**config.mk**
```make
export PLATFORM = sky130hd
export DESIGN_NAME = mem_arbiter_flat
export DESIGN_NICKNAME = d
export VERILOG_FILES = /design/src/rtl/mem_arbiter_if.sv /design/src/rtl/mem_arbiter.sv /design/src/flat_wrapper.sv
export SDC_FILE = /design/constraint.sdc
export NUM_CORES = 1
export LEC_CHECK = 0
export ABC_AREA = 1
export CORE_UTILIZATION = 42
export DETAILED_ROUTE_END_ITERATION = 8
export PLACE_DENSITY = 0.8
export SETUP_SLACK_MARGIN = 0.2
export SYNTH_ARGS = -nofsm -noshare
export SYNTH_HDL_FRONTEND = slang
export SYNTH_SLANG_ARGS = --single-unit
```
**constraint.sdc**
```tcl
create_clock -name clk -period 2 [get_ports clk]
set_input_delay 0.4 -clock clk [delete_from_list [all_inputs] [get_ports clk]]
set_output_delay 0.4 -clock clk [all_outputs]
set_load 0.01 [all_outputs]
```
**src/rtl/mem_arbiter_if.sv**
```systemverilog
// rtl/mem_arbiter_if.sv - fetch/data request ports and memory-side bus of the arbiter
// slave is the arbiter's view; master is the requesters-plus-memory view.
interface mem_arbiter_if;
   logic        if_req;
   logic [31:0] if_addr;
   logic        if_ready;
   logic [31:0] if_rdata;
   logic        if_err;

   logic        d_req;
   logic        d_we;
   logic [31:0] d_addr;
   logic [31:0] d_wdata;
   logic        d_ready;
   logic [31:0] d_rdata;
   logic        d_err;

   logic        mem_en;
   logic        mem_we;
   logic [31:0] mem_addr;
   logic [31:0] mem_wdata;
   logic [31:0] mem_rdata;
   logic        mem_ack;

   logic        busy;
   logic        grant_id;

   modport slave (
      input  if_req, if_addr, d_req, d_we, d_addr, d_wdata, mem_rdata, mem_ack,
      output if_ready, if_rdata, if_err, d_ready, d_rdata, d_err,
             mem_en, mem_we, mem_addr, mem_wdata, busy, grant_id
   );

   modport master (
      output if_req, if_addr, d_req, d_we, d_addr, d_wdata, mem_rdata, mem_ack,
      input  if_ready, if_rdata, if_err, d_ready, d_rdata, d_err,
             mem_en, mem_we, mem_addr, mem_wdata, busy, grant_id
   );
endinterface

```
**src/rtl/mem_arbiter.sv**
```systemverilog
// rtl/mem_arbiter.sv - two-port (fetch/data) arbiter onto a single memory port
// Data has priority; fetch is forced through after STARVE_MAX consecutive losses.
module mem_arbiter #(
   parameter int STARVE_MAX = 4,
   parameter int TIMEOUT    = 16
) (
   input logic            clk,
   input logic            reset,
   mem_arbiter_if.slave   bus
);

   localparam int SW = $clog2(STARVE_MAX + 1);
   localparam int TW = $clog2(TIMEOUT + 1);
   localparam logic [SW-1:0] STARVE_LIM = SW'(STARVE_MAX);
   localparam logic [TW-1:0] TOUT_LIM   = TW'(TIMEOUT - 1);

   typedef enum logic [1:0] {
      IDLE = 2'd0,
      WAIT = 2'd1,
      RESP = 2'd2
   } state_t;

   state_t state, state_next;

   logic [SW-1:0] starve;
   logic [TW-1:0] tcnt;
   logic          err_flag;
   logic          owner;
   logic          mem_en_q;
   logic          mem_we_q;
   logic [31:0]   mem_addr_q;
   logic [31:0]   mem_wdata_q;
   logic [31:0]   if_rdata_q;
   logic [31:0]   d_rdata_q;

   logic          any_req;
   logic          fetch_wins;
   logic          misaligned;
   logic          grant;
   logic          ack_hit;
   logic          timed_out;
   logic [31:0]   sel_addr;

   always_ff @(posedge clk or negedge reset) begin
      if (!reset) begin
         state <= IDLE;
      end else begin
         state <= state_next;
      end
   end

   always_comb begin
      any_req    = bus.if_req | bus.d_req;
      fetch_wins = bus.if_req & (~bus.d_req | (starve == STARVE_LIM));
      sel_addr   = fetch_wins ? bus.if_addr : bus.d_addr;
      misaligned = |sel_addr[1:0];
      grant      = 1'b0;
      ack_hit    = 1'b0;
      timed_out  = 1'b0;
      state_next = state;
      case (state)
         IDLE: begin
            if (any_req) begin
               grant      = 1'b1;
               state_next = misaligned ? RESP : WAIT;
            end
         end
         WAIT: begin
            if (bus.mem_ack) begin
               ack_hit    = 1'b1;
               state_next = RESP;
            end else if (tcnt == TOUT_LIM) begin
               timed_out  = 1'b1;
               state_next = RESP;
            end
         end
         RESP:    state_next = IDLE;
         default: state_next = IDLE;
      endcase
   end

   always_ff @(posedge clk or negedge reset) begin
      if (!reset) begin
         starve      <= '0;
         tcnt        <= '0;
         err_flag    <= 1'b0;
         owner       <= 1'b0;
         mem_en_q    <= 1'b0;
         mem_we_q    <= 1'b0;
         mem_addr_q  <= '0;
         mem_wdata_q <= '0;
         if_rdata_q  <= '0;
         d_rdata_q   <= '0;
      end else begin
         mem_en_q <= grant & ~misaligned;
         if (grant) begin
            owner       <= ~fetch_wins;
            mem_addr_q  <= {sel_addr[31:2], 2'b00};
            mem_we_q    <= ~fetch_wins & bus.d_we;
            mem_wdata_q <= fetch_wins ? '0 : bus.d_wdata;
            err_flag    <= misaligned;
            tcnt        <= '0;
            // Only a fetch that actually lost counts toward starvation.
            if (fetch_wins) begin
               starve <= '0;
            end else if (bus.if_req && starve != STARVE_LIM) begin
               starve <= starve + 1'b1;
            end
         end
         if (state == WAIT && !ack_hit && !timed_out) begin
            tcnt <= tcnt + 1'b1;
         end
         if (timed_out) begin
            err_flag <= 1'b1;
         end
         // Read data lands as RESP is entered so it is valid alongside ready.
         if (ack_hit && !mem_we_q) begin
            if (owner) begin
               d_rdata_q <= bus.mem_rdata;
            end else begin
               if_rdata_q <= bus.mem_rdata;
            end
         end
      end
   end

   assign bus.if_ready  = (state == RESP) & ~owner;
   assign bus.d_ready   = (state == RESP) & owner;
   assign bus.if_err    = (state == RESP) & ~owner & err_flag;
   assign bus.d_err     = (state == RESP) & owner & err_flag;
   assign bus.if_rdata  = if_rdata_q;
   assign bus.d_rdata   = d_rdata_q;
   assign bus.mem_en    = mem_en_q;
   assign bus.mem_we    = mem_we_q;
   assign bus.mem_addr  = mem_addr_q;
   assign bus.mem_wdata = mem_wdata_q;
   assign bus.busy      = (state != IDLE);
   assign bus.grant_id  = owner;

endmodule

```
**src/flat_wrapper.sv**
```systemverilog
// flat-port wrapper written by rule: the top's interface ports become plain ports
module mem_arbiter_flat 
#(
   parameter int STARVE_MAX = 4,
   parameter int TIMEOUT    = 16
)
  (clk, reset, bus_if_req, bus_if_addr, bus_d_req, bus_d_we, bus_d_addr, bus_d_wdata, bus_mem_rdata, bus_mem_ack, bus_if_ready, bus_if_rdata, bus_if_err, bus_d_ready, bus_d_rdata, bus_d_err, bus_mem_en, bus_mem_we, bus_mem_addr, bus_mem_wdata, bus_busy, bus_grant_id);
  mem_arbiter_if bus_i ();
  input logic clk;
  input logic reset;
  input wire logic [$bits(bus_i.if_req)-1:0] bus_if_req;
  input wire logic [$bits(bus_i.if_addr)-1:0] bus_if_addr;
  input wire logic [$bits(bus_i.d_req)-1:0] bus_d_req;
  input wire logic [$bits(bus_i.d_we)-1:0] bus_d_we;
  input wire logic [$bits(bus_i.d_addr)-1:0] bus_d_addr;
  input wire logic [$bits(bus_i.d_wdata)-1:0] bus_d_wdata;
  input wire logic [$bits(bus_i.mem_rdata)-1:0] bus_mem_rdata;
  input wire logic [$bits(bus_i.mem_ack)-1:0] bus_mem_ack;
  output wire logic [$bits(bus_i.if_ready)-1:0] bus_if_ready;
  output wire logic [$bits(bus_i.if_rdata)-1:0] bus_if_rdata;
  output wire logic [$bits(bus_i.if_err)-1:0] bus_if_err;
  output wire logic [$bits(bus_i.d_ready)-1:0] bus_d_ready;
  output wire logic [$bits(bus_i.d_rdata)-1:0] bus_d_rdata;
  output wire logic [$bits(bus_i.d_err)-1:0] bus_d_err;
  output wire logic [$bits(bus_i.mem_en)-1:0] bus_mem_en;
  output wire logic [$bits(bus_i.mem_we)-1:0] bus_mem_we;
  output wire logic [$bits(bus_i.mem_addr)-1:0] bus_mem_addr;
  output wire logic [$bits(bus_i.mem_wdata)-1:0] bus_mem_wdata;
  output wire logic [$bits(bus_i.busy)-1:0] bus_busy;
  output wire logic [$bits(bus_i.grant_id)-1:0] bus_grant_id;
  assign bus_i.if_req = bus_if_req;
  assign bus_i.if_addr = bus_if_addr;
  assign bus_i.d_req = bus_d_req;
  assign bus_i.d_we = bus_d_we;
  assign bus_i.d_addr = bus_d_addr;
  assign bus_i.d_wdata = bus_d_wdata;
  assign bus_i.mem_rdata = bus_mem_rdata;
  assign bus_i.mem_ack = bus_mem_ack;
  assign bus_if_ready = bus_i.if_ready;
  assign bus_if_rdata = bus_i.if_rdata;
  assign bus_if_err = bus_i.if_err;
  assign bus_d_ready = bus_i.d_ready;
  assign bus_d_rdata = bus_i.d_rdata;
  assign bus_d_err = bus_i.d_err;
  assign bus_mem_en = bus_i.mem_en;
  assign bus_mem_we = bus_i.mem_we;
  assign bus_mem_addr = bus_i.mem_addr;
  assign bus_mem_wdata = bus_i.mem_wdata;
  assign bus_busy = bus_i.busy;
  assign bus_grant_id = bus_i.grant_id;
  mem_arbiter #(.STARVE_MAX(STARVE_MAX), .TIMEOUT(TIMEOUT)) u_core (.clk(clk), .reset(reset), .bus(bus_i));
endmodule
```
==> flow_summary_export.csv <==
group,metric,value,unit
status,status,"complete, no violations",
finish,insertedDiodeCount,0,
clock_network,cts.reportedPaths.clkPinSlew,0.06,ns
floorplanning,design.core.area,0.0141,mm2
routing,vias,5599,
floorplanning,die_w,123,um
routing,wl,16900,um
finish,n_fill_cell,1072,
flow_run,max-cap-violations,0,
global_route,overflow,0,
worst_setup_path,r2r_setup_slack,0.32,ns
synth,ys_seq_area_frac,0.570,
sta,clock_skew,0.00476,ns
synth,synthTopCellsByCount,"304 x nand2_1, 140 x dfrtp_1, 72 x nand3_1, 48 x inv_1, 37 x o21ai_2",
worst_setup_path,crit_path_start_kind,"register",
finish,drive_above_1_share,0.119,
placed_design,dp_hpwl,11800,um
global_route,first_global_vias,5340,
synth,synth_flop_cell,"dfrtp_1",
routing,post-route-drc-count,0,
synth,synthTopCellsByArea,"dfrtp_1 57%, nand2_1 19%, nand3_1 5.9%",
placed_design,place.gp.congestion,0.790,
synth,yosysMostFrequentCell,"nand2_1",
synth,netlist_area,0.00614,mm2
routing,drtPass1Iterations,6,
floorplanning,pin_count,270,
sta,timing.fmax,0.542,GHz
synth,yosysWarnings,0,
routing,drt-initial-drc-count,371,
clock_network,cts-root-buf,"clkbuf_16",
sta,setup_viol,0,
placed_design,placed_area,0.00904,mm2
routing,ant_nets,0,
floorplanning,dieArea,0.0151,mm2
hold_path,min_path_type,"register to register",
placed_design,io_buffers,267,
synth,async_flop_share,1.00,
sta,min_period_over_period,0.922,
sta,rsz0062_at_grt,"yes",
finish,area_growth,59.3,%
global_route,grt_max_degree,65,
worst_setup_path,arrival,1.44,ns
global_route,grt_antenna_before_repair,0,
sta,setup_tns,0,ns
clock_network,clk_latency,0.41,ns
global_route,grt_first_pass_wirelength,26000,um
synth,synth_top_area_frac,0.570,
synth,ys_ff_latch,140,
routing,detail_route.wl_per_cell,14.5,um
clock_network,cts_tree,"done",
clock_network,cts_buffers,17,
synth,synth_cell_types,26,
finish,final_nets,1115,
worst_setup_path,required,1.60,ns
routing,via_per_inst,4.79,
clock_network,cts.htree.levels,4,
sta,hold_viol,0,
global_route,grt_util_all_layers,0.226,
sta,whs,0.477,ns
pwr,power_density,1460,mW/mm2
floorplanning,std_cell_rows,43,
pwr,ir_drop,0.000803,V
synth,avgSynthCellArea,8.74,um2
worst_setup_path,path_max_fanout,3,
sta,fin_crit,1.84,ns
floorplanning,die_y,123,um
pwr,p_leak,4.80,nW
worst_setup_path,setup.worst_path.end_class,"output port",
clock_network,cts.path.max_buffers,2,
finish,design_area,0.00978,mm2
worst_setup_path,crit_type,"register to output port",
synth,synth-edff-count,0,
sta,slew_violations,0,
clock_network,clock_sinks,140,
floorplanning,start_util,0.436,
synth,yosysTopAreaCell,"dfrtp_1",
synth,syn_inst,703,
[cell type report]
| class | count | area (um2) | share of cell area |
|---|---|---|---|
| Tap cell | 180 | 225 | 0.0230 |
| Timing Repair Buffer | 296 | 3020 | 0.308 |
| Multi-Input combinational cell | 473 | 2240 | 0.229 |
| Clock buffer | 24 | 502 | 0.0513 |
| Inverter | 49 | 184 | 0.0188 |
| Sequential cell | 140 | 3510 | 0.358 |
| Clock inverter | 7 | 110 | 0.0113 |
[power breakdown]
group | switching (W) | internal (W)
combinational | 0.00294 | 0.00332
sequential | 0.000699 | 0.00405
clock | 0.00113 | 0.00211
total | 0.00477 | 0.00948
[through the flow]
stage,total power (W),worst slack (ns),utilization,instances
2_1_floorplan,0.00737,0.520,-,704
3_3_place_gp,0.0107,0.176,0.641,1131
3_5_place_dp,0.0108,0.130,0.641,1131
4_1_cts,0.0142,0.0714,0.690,1167
5_1_grt,0.0151,0.112,0.694,1169
6_report,0.0142,0.156,0.694,1169
[worst paths after layout]
path	startpoint	end	cells past startpoint
max reg2reg	u_core.state[0]	u_core.err_flag	10
min in group asynchronous	reset	u_core.bus.d_rdata[23]	2
min reg2reg	u_core.bus.if_rdata[19]	u_core.bus.if_rdata[19]	2
max	u_core.state[0]	bus_if_ready	5
min	u_core.bus.if_rdata[19]	u_core.bus.if_rdata[19]	2
max in group asynchronous	reset	u_core.bus.d_rdata[10]	3
[cell usage in the layout (no fill, tap or decap), types with 3 or more instances in the layout]
master / instances
nor2_1: 6
nand3_1: 71
clkdlybuf4s50_1: 259
buf_12: 8
nor3_4: 3
buf_4: 15
o21ai_0: 6
bufinv_16: 3
nand2_2: 4
o21ai_2: 36
clkinv_2: 4
clkbuf_8: 5
buf_6: 8
dfrtp_1: 138
o21ai_1: 28
inv_2: 5
inv_1: 44
ha_1: 4
nand2_1: 303
clkbuf_16: 18
[flip-flops by register name, summed over array words and instances, names as in the netlist]
name,flops
u_core.bus.d_rdata,32
u_core.bus.if_rdata,32
u_core.bus.mem_wdata,32
u_core.bus.mem_addr,30
u_core.tcnt,5
u_core.starve,3
u_core.state,2
u_core.bus.grant_id,1
u_core.bus.mem_en,1
u_core.bus.mem_we,1
u_core.err_flag,1
[per-layer routing]
| layer | part of all wire | GRT usage |
|---|---|---|
| met1 | 0.40 | 0.264 |
| met2 | 0.49 | 0.381 |
| met3 | 0.086 | 0.0715 |
| met4 | 0.024 | 0.0968 |
| met5 | 0 | 0 |
[kinds of logic (layout without fill, tap and decap cells)]
group                    Yosys count  in the layout  synth area share
XOR/XNOR                           2              2           0.00285
other                              1              2          0.000610
buffers and inverters             91            376            0.0756
AND/OR/NAND/NOR                  392            392             0.260
AO/OA/AOI/OAI                     73             73            0.0823
adder cells (fa/ha/maj)            4              4           0.00815
flip-flops                       140            140             0.570
[critical path, stage by stage, from the launching register on]
cell     delay (ns)
dfrtp_1        0.40
buf_4          0.14
buf_6          0.12
nor3_4         0.12
buf_6          0.12
buf_2          0.12
[repair_timing]
item / in CTS / in global routing
gates cloned: 0 / 1
setup buffers: 4 / 1
pin swaps: 3 / 3
resized for setup: 36 / 8
hold buffers: 1 / 0
endpoints found under the hold margin: 43 / 0
endpoints found under the setup margin: 7 / 11
Note: power is estimated with default switching activity, not from simulation.
